`src/rtl/core_pkg.sv`:
```
// Shared core definitions: PC-select encodings, fetch FSM states and default widths.
package core_pkg;

  localparam int DEFAULT_PC_W = 16;
  localparam int INSTR_W      = 16;

  localparam logic [1:0] PCSRC_SEQ = 2'b00;
  localparam logic [1:0] PCSRC_BR  = 2'b01;
  localparam logic [1:0] PCSRC_JR  = 2'b10;

  typedef enum logic [1:0] {IDLE, REQ, HOLD, DRAIN} fetch_state_e;

  // 2'b11 is deliberately not a redirect; it behaves as sequential.
  function automatic logic is_redirect(logic [1:0] pcsrc);
    return (pcsrc == PCSRC_BR) || (pcsrc == PCSRC_JR);
  endfunction

endpackage

```
`src/rtl/fetch_sequencer_if.sv`:
```
// Fetch bus bundle: instruction-memory req/ack port plus the decode valid/stall port.
interface fetch_sequencer_if
  import core_pkg::*;
#(
  parameter int PC_W = DEFAULT_PC_W
);
  logic               imem_req;
  logic [PC_W-1:0]    imem_addr;
  logic               imem_ack;
  logic [INSTR_W-1:0] imem_rdata;
  logic               stall_in;
  logic               if_valid;
  logic [PC_W-1:0]    if_pc;
  logic [INSTR_W-1:0] if_instr;

  modport master (
    output imem_req, imem_addr, if_valid, if_pc, if_instr,
    input  imem_ack, imem_rdata, stall_in
  );

  modport slave (
    input  imem_req, imem_addr, if_valid, if_pc, if_instr,
    output imem_ack, imem_rdata, stall_in
  );
endinterface

```
`src/rtl/fetch_skid_reg.sv`:
```
// One-entry {pc,instr} skid buffer; clear beats load, load beats unload.
module fetch_skid_reg
  import core_pkg::*;
#(
  parameter int PC_W = DEFAULT_PC_W
) (
  input  logic               clk,
  input  logic               rst,
  input  logic               load,
  input  logic               unload,
  input  logic               clear,
  input  logic [PC_W-1:0]    in_pc,
  input  logic [INSTR_W-1:0] in_instr,
  output logic [PC_W-1:0]    out_pc,
  output logic [INSTR_W-1:0] out_instr,
  output logic               full
);

  always_ff @(posedge clk) begin
    if (rst) begin
      full      <= 1'b0;
      out_pc    <= '0;
      out_instr <= '0;
    end else if (clear) begin
      full <= 1'b0;
    end else if (load) begin
      full      <= 1'b1;
      out_pc    <= in_pc;
      out_instr <= in_instr;
    end else if (unload) begin
      full <= 1'b0;
    end
  end

endmodule

```
`src/rtl/fetch_sequencer.sv`:
```
// Instruction-fetch sequencer: PC owner, imem req/ack master, decode valid/stall source.
// Optional FETCH_STATS_EN adds saturating stat_fetched / stat_redirects counters.
module fetch_sequencer
  import core_pkg::*;
#(
  parameter int              PC_W     = DEFAULT_PC_W,
  parameter logic [PC_W-1:0] RESET_PC = '0
) (
  input  logic            clk,
  input  logic            rst,
  input  logic [1:0]      pcsrc,
  input  logic [PC_W-1:0] br_target,
  input  logic [PC_W-1:0] jr_target,
  output logic            flush,
`ifdef FETCH_STATS_EN
  output logic [15:0]     stat_fetched,
  output logic [15:0]     stat_redirects,
`endif
  fetch_sequencer_if.master bus
);

  localparam logic [PC_W-1:0] PC_ONE = PC_W'(1);

  fetch_state_e       state;
  logic [PC_W-1:0]    pc;
  logic [PC_W-1:0]    pc_inc;
  logic [PC_W-1:0]    drain_addr;
  logic [PC_W-1:0]    target;
  logic               redirect;
  logic               req_q;
  logic               valid_q;
  logic [PC_W-1:0]    if_pc_q;
  logic [INSTR_W-1:0] if_instr_q;
  logic               skid_load;
  logic               skid_unload;
  logic               skid_full;
  logic [PC_W-1:0]    skid_pc;
  logic [INSTR_W-1:0] skid_instr;

  assign pc_inc   = pc + PC_ONE;
  assign redirect = is_redirect(pcsrc);
  assign flush    = redirect;

  always_comb begin
    target = pc_inc;
    case (pcsrc)
      PCSRC_BR:  target = br_target;
      PCSRC_JR:  target = jr_target;
      PCSRC_SEQ: target = pc_inc;
      default:   target = pc_inc;
    endcase
  end

  assign skid_load   = (state == REQ) && !redirect && bus.imem_ack && valid_q && bus.stall_in;
  assign skid_unload = (state == HOLD) && !redirect && !bus.stall_in;

  fetch_skid_reg #(.PC_W(PC_W)) u_skid (
    .clk       (clk),
    .rst       (rst),
    .load      (skid_load),
    .unload    (skid_unload),
    .clear     (redirect),
    .in_pc     (pc),
    .in_instr  (bus.imem_rdata),
    .out_pc    (skid_pc),
    .out_instr (skid_instr),
    .full      (skid_full)
  );

  // A stale request keeps its original address on the bus until its ack drains it.
  assign bus.imem_req  = req_q;
  assign bus.imem_addr = (state == DRAIN) ? drain_addr : pc;
  assign bus.if_valid  = valid_q;
  assign bus.if_pc     = if_pc_q;
  assign bus.if_instr  = if_instr_q;

  always_ff @(posedge clk) begin
    if (rst) begin
      state      <= IDLE;
      pc         <= RESET_PC;
      drain_addr <= '0;
      req_q      <= 1'b0;
      valid_q    <= 1'b0;
      if_pc_q    <= '0;
      if_instr_q <= '0;
    end else if (redirect) begin
      pc      <= target;
      valid_q <= 1'b0;
      req_q   <= 1'b1;
      case (state)
        REQ: begin
          if (!bus.imem_ack) begin
            drain_addr <= pc;
            state      <= DRAIN;
          end
        end
        // An ack landing with the newer redirect already drains the stale request.
        DRAIN: begin
          if (bus.imem_ack) state <= REQ;
        end
        default: state <= REQ;
      endcase
    end else begin
      case (state)
        IDLE: begin
          state <= REQ;
          req_q <= 1'b1;
        end
        REQ: begin
          if (bus.imem_ack) begin
            pc <= pc_inc;
            if (!valid_q || !bus.stall_in) begin
              if_pc_q    <= pc;
              if_instr_q <= bus.imem_rdata;
              valid_q    <= 1'b1;
            end else begin
              state <= HOLD;
              req_q <= 1'b0;
            end
          end else if (valid_q && !bus.stall_in) begin
            valid_q <= 1'b0;
          end
        end
        HOLD: begin
          if (!bus.stall_in) begin
            if_pc_q    <= skid_pc;
            if_instr_q <= skid_instr;
            valid_q    <= skid_full;
            state      <= REQ;
            req_q      <= 1'b1;
          end
        end
        DRAIN: begin
          if (bus.imem_ack) state <= REQ;
        end
        default: state <= IDLE;
      endcase
    end
  end

`ifdef FETCH_STATS_EN
  logic consume;
  assign consume = valid_q && !bus.stall_in;

  always_ff @(posedge clk) begin
    if (rst) begin
      stat_fetched   <= '0;
      stat_redirects <= '0;
    end else begin
      if (consume && (stat_fetched != 16'hFFFF)) stat_fetched <= stat_fetched + 16'd1;
      if (flush && (stat_redirects != 16'hFFFF)) stat_redirects <= stat_redirects + 16'd1;
    end
  end
`endif

endmodule

```
`src/flat_wrapper.sv`:
```
// flat-port wrapper written by rule: the top's interface ports become plain ports
module fetch_sequencer_flat import core_pkg::*;
#(
  parameter int              PC_W     = DEFAULT_PC_W,
  parameter logic [PC_W-1:0] RESET_PC = '0
)
  (clk, rst, pcsrc, br_target, jr_target, flush, bus_imem_req, bus_imem_addr, bus_if_valid, bus_if_pc, bus_if_instr, bus_imem_ack, bus_imem_rdata, bus_stall_in);
  fetch_sequencer_if #(.PC_W(PC_W)) bus_i ();
  input  logic clk;
  input  logic rst;
  input  logic [1:0] pcsrc;
  input  logic [PC_W-1:0] br_target;
  input  logic [PC_W-1:0] jr_target;
  output logic flush;
  output wire logic [$bits(bus_i.imem_req)-1:0] bus_imem_req;
  output wire logic [$bits(bus_i.imem_addr)-1:0] bus_imem_addr;
  output wire logic [$bits(bus_i.if_valid)-1:0] bus_if_valid;
  output wire logic [$bits(bus_i.if_pc)-1:0] bus_if_pc;
  output wire logic [$bits(bus_i.if_instr)-1:0] bus_if_instr;
  input wire logic [$bits(bus_i.imem_ack)-1:0] bus_imem_ack;
  input wire logic [$bits(bus_i.imem_rdata)-1:0] bus_imem_rdata;
  input wire logic [$bits(bus_i.stall_in)-1:0] bus_stall_in;
  assign bus_imem_req = bus_i.imem_req;
  assign bus_imem_addr = bus_i.imem_addr;
  assign bus_if_valid = bus_i.if_valid;
  assign bus_if_pc = bus_i.if_pc;
  assign bus_if_instr = bus_i.if_instr;
  assign bus_i.imem_ack = bus_imem_ack;
  assign bus_i.imem_rdata = bus_imem_rdata;
  assign bus_i.stall_in = bus_stall_in;
  fetch_sequencer #(.PC_W(PC_W), .RESET_PC(RESET_PC)) u_core (.clk(clk), .rst(rst), .pcsrc(pcsrc), .br_target(br_target), .jr_target(jr_target), .flush(flush), .bus(bus_i));
endmodule
```
`config.mk`:
```
export PLATFORM = sky130hd
export DESIGN_NAME = fetch_sequencer_flat
export DESIGN_NICKNAME = d
export VERILOG_FILES = /design/src/rtl/core_pkg.sv /design/src/rtl/fetch_sequencer_if.sv /design/src/rtl/fetch_skid_reg.sv /design/src/rtl/fetch_sequencer.sv /design/src/flat_wrapper.sv
export SDC_FILE = /design/constraint.sdc
export NUM_CORES = 1
export LEC_CHECK = 0
export BUFFER_PORTS_ARGS = -buffer_cell sky130_fd_sc_hd__buf_2
export CORE_MARGIN = 1
export CORE_UTILIZATION = 25
export DETAILED_ROUTE_END_ITERATION = 8
export GPL_TIMING_DRIVEN = 0
export SLEW_MARGIN = 0
export SYNTH_ARGS = -nofsm -noshare
export SYNTH_HDL_FRONTEND = slang
export SYNTH_SLANG_ARGS = --single-unit
export TNS_END_PERCENT = 5
```
`constraint.sdc`:
```
create_clock -name clk -period 4.2 [get_ports clk]
set_clock_uncertainty 0.1 [all_clocks]
set_input_delay 0.84 -clock clk [delete_from_list [all_inputs] [get_ports clk]]
set_output_delay 0.84 -clock clk [all_outputs]
set_load 0.01 [all_outputs]
```
; ---- After elaboration in Yosys (flattened, before gate mapping)
; Cells that the tools add are included.
[word_totals]
in_bits = 54
regBits = 101
wordCells = 86
[classes]
n_reduce_logical = 26
n_mux = 33
bitwise_logic = 2
eq_ne = 14
add_sub_neg = 1
[ops]
columns = cell, count
row1 = 16-bit 2-to-1 mux, 10
row2 = 16-bit case mux with 2 select lines, 3
row3 = "16-bit by 1-bit adder with 16-bit output, second input constant", 1
row4 = 2-bit 2-to-1 mux, 6
row5 = 4-bit AND reduction, 3
row6 = 1-bit 2-to-1 mux, 10
row7 = "3-bit by 2-bit != test with 1-bit output, second input constant", 3
row8 = "3-bit != test, second input constant", 3
row9 = 2-bit case mux with 4 select lines, 1
row10 = 2-bit nonzero test, 4
row11 = 1-bit logical AND, 7
row12 = "2-bit equality test, second input constant", 3
row13 = "2-bit != test, second input constant", 3
row14 = 5-bit AND reduction, 1
row15 = "2-bit by 1-bit equality test with 1-bit output, second input constant", 2
row16 = 2-bit case mux with 2 select lines, 1
row17 = 2-bit AND reduction, 2
row18 = 4-bit nonzero test, 1
row19 = 1-bit logical NOT, 3
row20 = 1-bit case mux with 3 select lines, 1
row21 = 3-bit AND reduction, 1
row22 = 2-bit logical NOT, 1
row23 = 1-bit logical OR, 2
row24 = 1-bit inverter, 2
row25 = 2 further kinds, 2

; ---- Longest topological paths before layout
[logic_depth]
word_depth = 8
depth_mapped = 9
mapped_depth_nobuf = 6

; ---- Cells and area by module
; From an unflattened synthesis, not the netlist that was laid out.
[unflattened]
cells_unflattened = 553
hier_area_um2 = 5037.3
[by_module_without_submodules]
columns = mod, instances, cells_each, area_per_inst_um2
row1 = fetch_sequencer, 1, 404, 3537.1
row2 = fetch_skid_reg, 1, 149, 1500.2

; ---- Worst setup path after synthesis
; OpenSTA, ideal clock, no wires.
[synth_path]
path_kind = input to output
startpoint = input port pcsrc[0]
endpoint = output port flush
t_arrival_ps = 1780
required_ps = 3260
cell_stages = 5
n_path_buf = 2
setup_slack_ps = 1480
path_cell_list = inv_1 -> ha_1 -> clkbuf_1 -> clkbuf_1 -> inv_1
[synth_via]
elab_chain_cells = 2
word_cells_on_any_way = 3
classes_between = 2 x eq/ne / 1 x reduce/logical
[synth_rtl]
columns = element, line_no
row1 = start: declaration, flat_wrapper.sv:11  ; input logic [1:0] pcsrc;
row2 = 2-bit by 1-bit equality test with 1-bit output or 2-bit equality test (tied branches), core_pkg.sv:15  ; return (pcsrc == PCSRC_BR) || (pcsrc == PCSRC_JR);
row3 = 1-bit logical OR (*), core_pkg.sv:15
row4 = end: declaration, flat_wrapper.sv:14  ; output logic flush;
; Mark *: on every way between the ends. The rest lies on a longest branch, timed or not.

; ---- Worst setup path after layout
; Ends and elaborated chain as after synthesis.

==> metrics.cfg <==
[die]
core_sq_um=18000
initial_utilization=0.257
num_rows=49
design.die.area_sq_um=19100
die_w_microns=138
ioPinCount=105
die_y_microns=138

[clocking]
clk_pin_slew_ns=0.07
clock-sinks=101
worstSkewPairLatency_ns=0.35
htreeDepth=3
cts_buffers=9
hold_buffers=0
post_cts_buffers=0
clk_path_buf_depth=2
cts-resized-gates=0
cts-root-buf=clkbuf_16
cts_tree=done

[cells_and_area]
layout.nets=711
design_area_sq_um=5720
synthToLayoutAreaGrowth_pct=23.6
diodes=0
final_cells=888
drive_gt1_frac=0.240

[min_path]
hp-class=reg2reg

[synth]
ys_warn_count=0
ys_seq_area_frac=0.437
netlist_area_sq_um=4630
synthFlopType=dfxtp_1
synth.top_cell.area_share=0.437
yosysUniqueCellTypes=46
synth_enable_flop_cells=0
synth.largest_area_cell=dfxtp_1
async_flop_share=0
synth_seq_cells=101
syn_nets=597
syn_area_per_cell_sq_um=8.57
synthTopCellsByArea=dfxtp_1 (44%), a21oi_1 (9.1%), nand2_1 (8.8%), mux2i_1 (7.4%), a211oi_1 (6.7%)
synthCells=540

[critical_path]
critical_path_class=in2out
critPathRequiredTime_ns=3.26
cp-start-kind=input port
crit_slowest_cell=clkbuf_1
path_cells=buf_2, inv_1, ha_1, clkbuf_1, clkbuf_1, inv_1, buf_2
critPathArrivalTime_ns=2.42
path_max_fanout=10
slowest_delay_ns=0.38
cp-end-kind=output pin

[sta]
max_freq_mhz=298
slew_headroom=0.477
maxSlewViolCount=0
hold_violations=0
fin_crit_ns=3.36
setup_viol=0
worst_slew_pin_slew_ns=0.784
min_period_over_period=0.800
rsz0062_at_grt=no
timing.setup.tns_ns=0
worst_slack_ns=0.840

[detailed_routing]
dr.pass1.iters=4
wl_per_cell_microns=16.1
vias_per_cell=4.78
drtIter0Drc=262
routed_wl_mm=14.3
vias=4241
route.detailed.drc=0
ant_nets=0

[placed_design]
gp_congestion=0.763
dp_hpwl_mm=10.7
post-place-ws_ns=0.822
port_buffers=103
place_area_sq_um=5430
place_inst=872

[run_status]
status=complete, no violations

[global_routing]
grt_antenna_before_repair=0
grt_remaining_overflow=0
grt_start_max_net_pins=16
grt_use_total=0.151
first_global_vias=3929
grt_pass1_wl_mm=22.2

[flow_run]
maxCapViolCount=0

[power_and_ir_drop]
cellPowerDensity_nw_per_um2=385
vdd_drop_max_v=0.000212
p_leak_uw=0.00234

routing by layer:
metal,part of all wire,GRT usage
met1,0.46,0.196
met2,0.47,0.239
met3,0.051,0.0384
met4,0.017,0.0567
met5,0,0
flip-flops by register name, indices dropped and copies added (netlist names):
signal,flops
u_core.bus.if_instr,16
u_core.bus.if_pc,16
u_core.drain_addr,16
u_core.pc,16
u_core.u_skid.out_instr,16
u_core.u_skid.out_pc,16
u_core.state,2
u_core.bus.if_valid,1
u_core.bus.imem_req,1
u_core.u_skid.full,1
final timing paths:
| path | startpoint | end | slack (ns) | cells after the start |
|---|---|---|---|---|
| max | pcsrc[0] | flush | 0.84 | 7 |
| min reg2reg | u_core.u_skid.out_pc[9]$_SDFFE_PP0P_ | u_core.u_skid.out_pc[9]$_SDFFE_PP0P_ | 0.35 | 2 |
| min | u_core.u_skid.out_pc[9]$_SDFFE_PP0P_ | u_core.u_skid.out_pc[9]$_SDFFE_PP0P_ | 0.35 | 2 |
| max reg2reg | u_core.state[0]$_SDFFE_PP0P_ | u_core.bus.if_pc[6]$_SDFFE_PP0P_ | 2.04 | 8 |
critical path: cells and delay by family:
kind       cells  cell delay [ns]
buf+inv        6             1.32
fa+ha+maj      1             0.26
where the power goes:
part,switching [uW],leakage (uW),internal [uW]
Combinational,214,0.00137,138
Sequential,36.1,0.000822,1000
Clock,362,0.000146,450
cell families after synthesis:
logic type / share of synthesized area
muxes: 0.112
buffers and inverters: 0.0570
DFF: 0.437
AOI/OAI and AO/OA: 0.222
and+or+nand+nor: 0.147
xor gates and xnor gates: 0.0170
adders and majority gates: 0.00811
cells in the final DEF (no fill, tap or decap), types with 6 or more instances in the layout:
| cell type | netlist | layout |
|---|---|---|
| nor3_1 | 6 | 6 |
| nor2_1 | 8 | 8 |
| buf_2 | 16 | 119 |
| nand3_1 | 7 | 7 |
| clkbuf_16 | 0 | 9 |
| a221oi_1 | 15 | 15 |
| nand2_1 | 108 | 108 |
| a21oi_1 | 84 | 84 |
| a211oi_1 | 41 | 41 |
| mux2_2 | 16 | 16 |
| mux2i_1 | 34 | 34 |
| dfxtp_1 | 101 | 101 |
| clkbuf_1 | 38 | 39 |
Yosys cell counts (2+ instances only):
library cell and count:
nand2_1 108, dfxtp_1 101, a21oi_1 84, a211oi_1 41, clkbuf_1 38, mux2i_1 34, buf_2 16, mux2_2 16
a221oi_1 15, nor2_1 8, nand3_1 7, nor3_1 6, inv_1 5, nor4_1 5, xor2_1 5, nand2b_1 4
o21ai_0 4, o31a_1 4, xnor2_1 4, ha_1 3, a22oi_1 2, a311oi_1 2, and2_1 2, nand4_1 2
o31a_2 2, or2_1 2
metrics by stage:
step | util | total power [uW] | hold WS [ns]
final | 0.317 | 2200 | 0.353
after global routing | 0.317 | 2300 | 0.369
after CTS | 0.317 | 2220 | 0.354
after detailed placement | 0.301 | 1410 | 0.344
after global placement | 0.301 | 1410 | 0.340
after floorplan | - | 1260 | 0.334
final cells by class:
class	count	area [sq um]
inverter	5	18.8
buffer	57	245
clock buffer	13	270
tap	229	287
fill	1950	12300
sequential	101	2020
multi-input combinational	377	2340
clock inverter	3	18.8
timing repair buffer	103	515
Power figures use the tool's default switching activity.
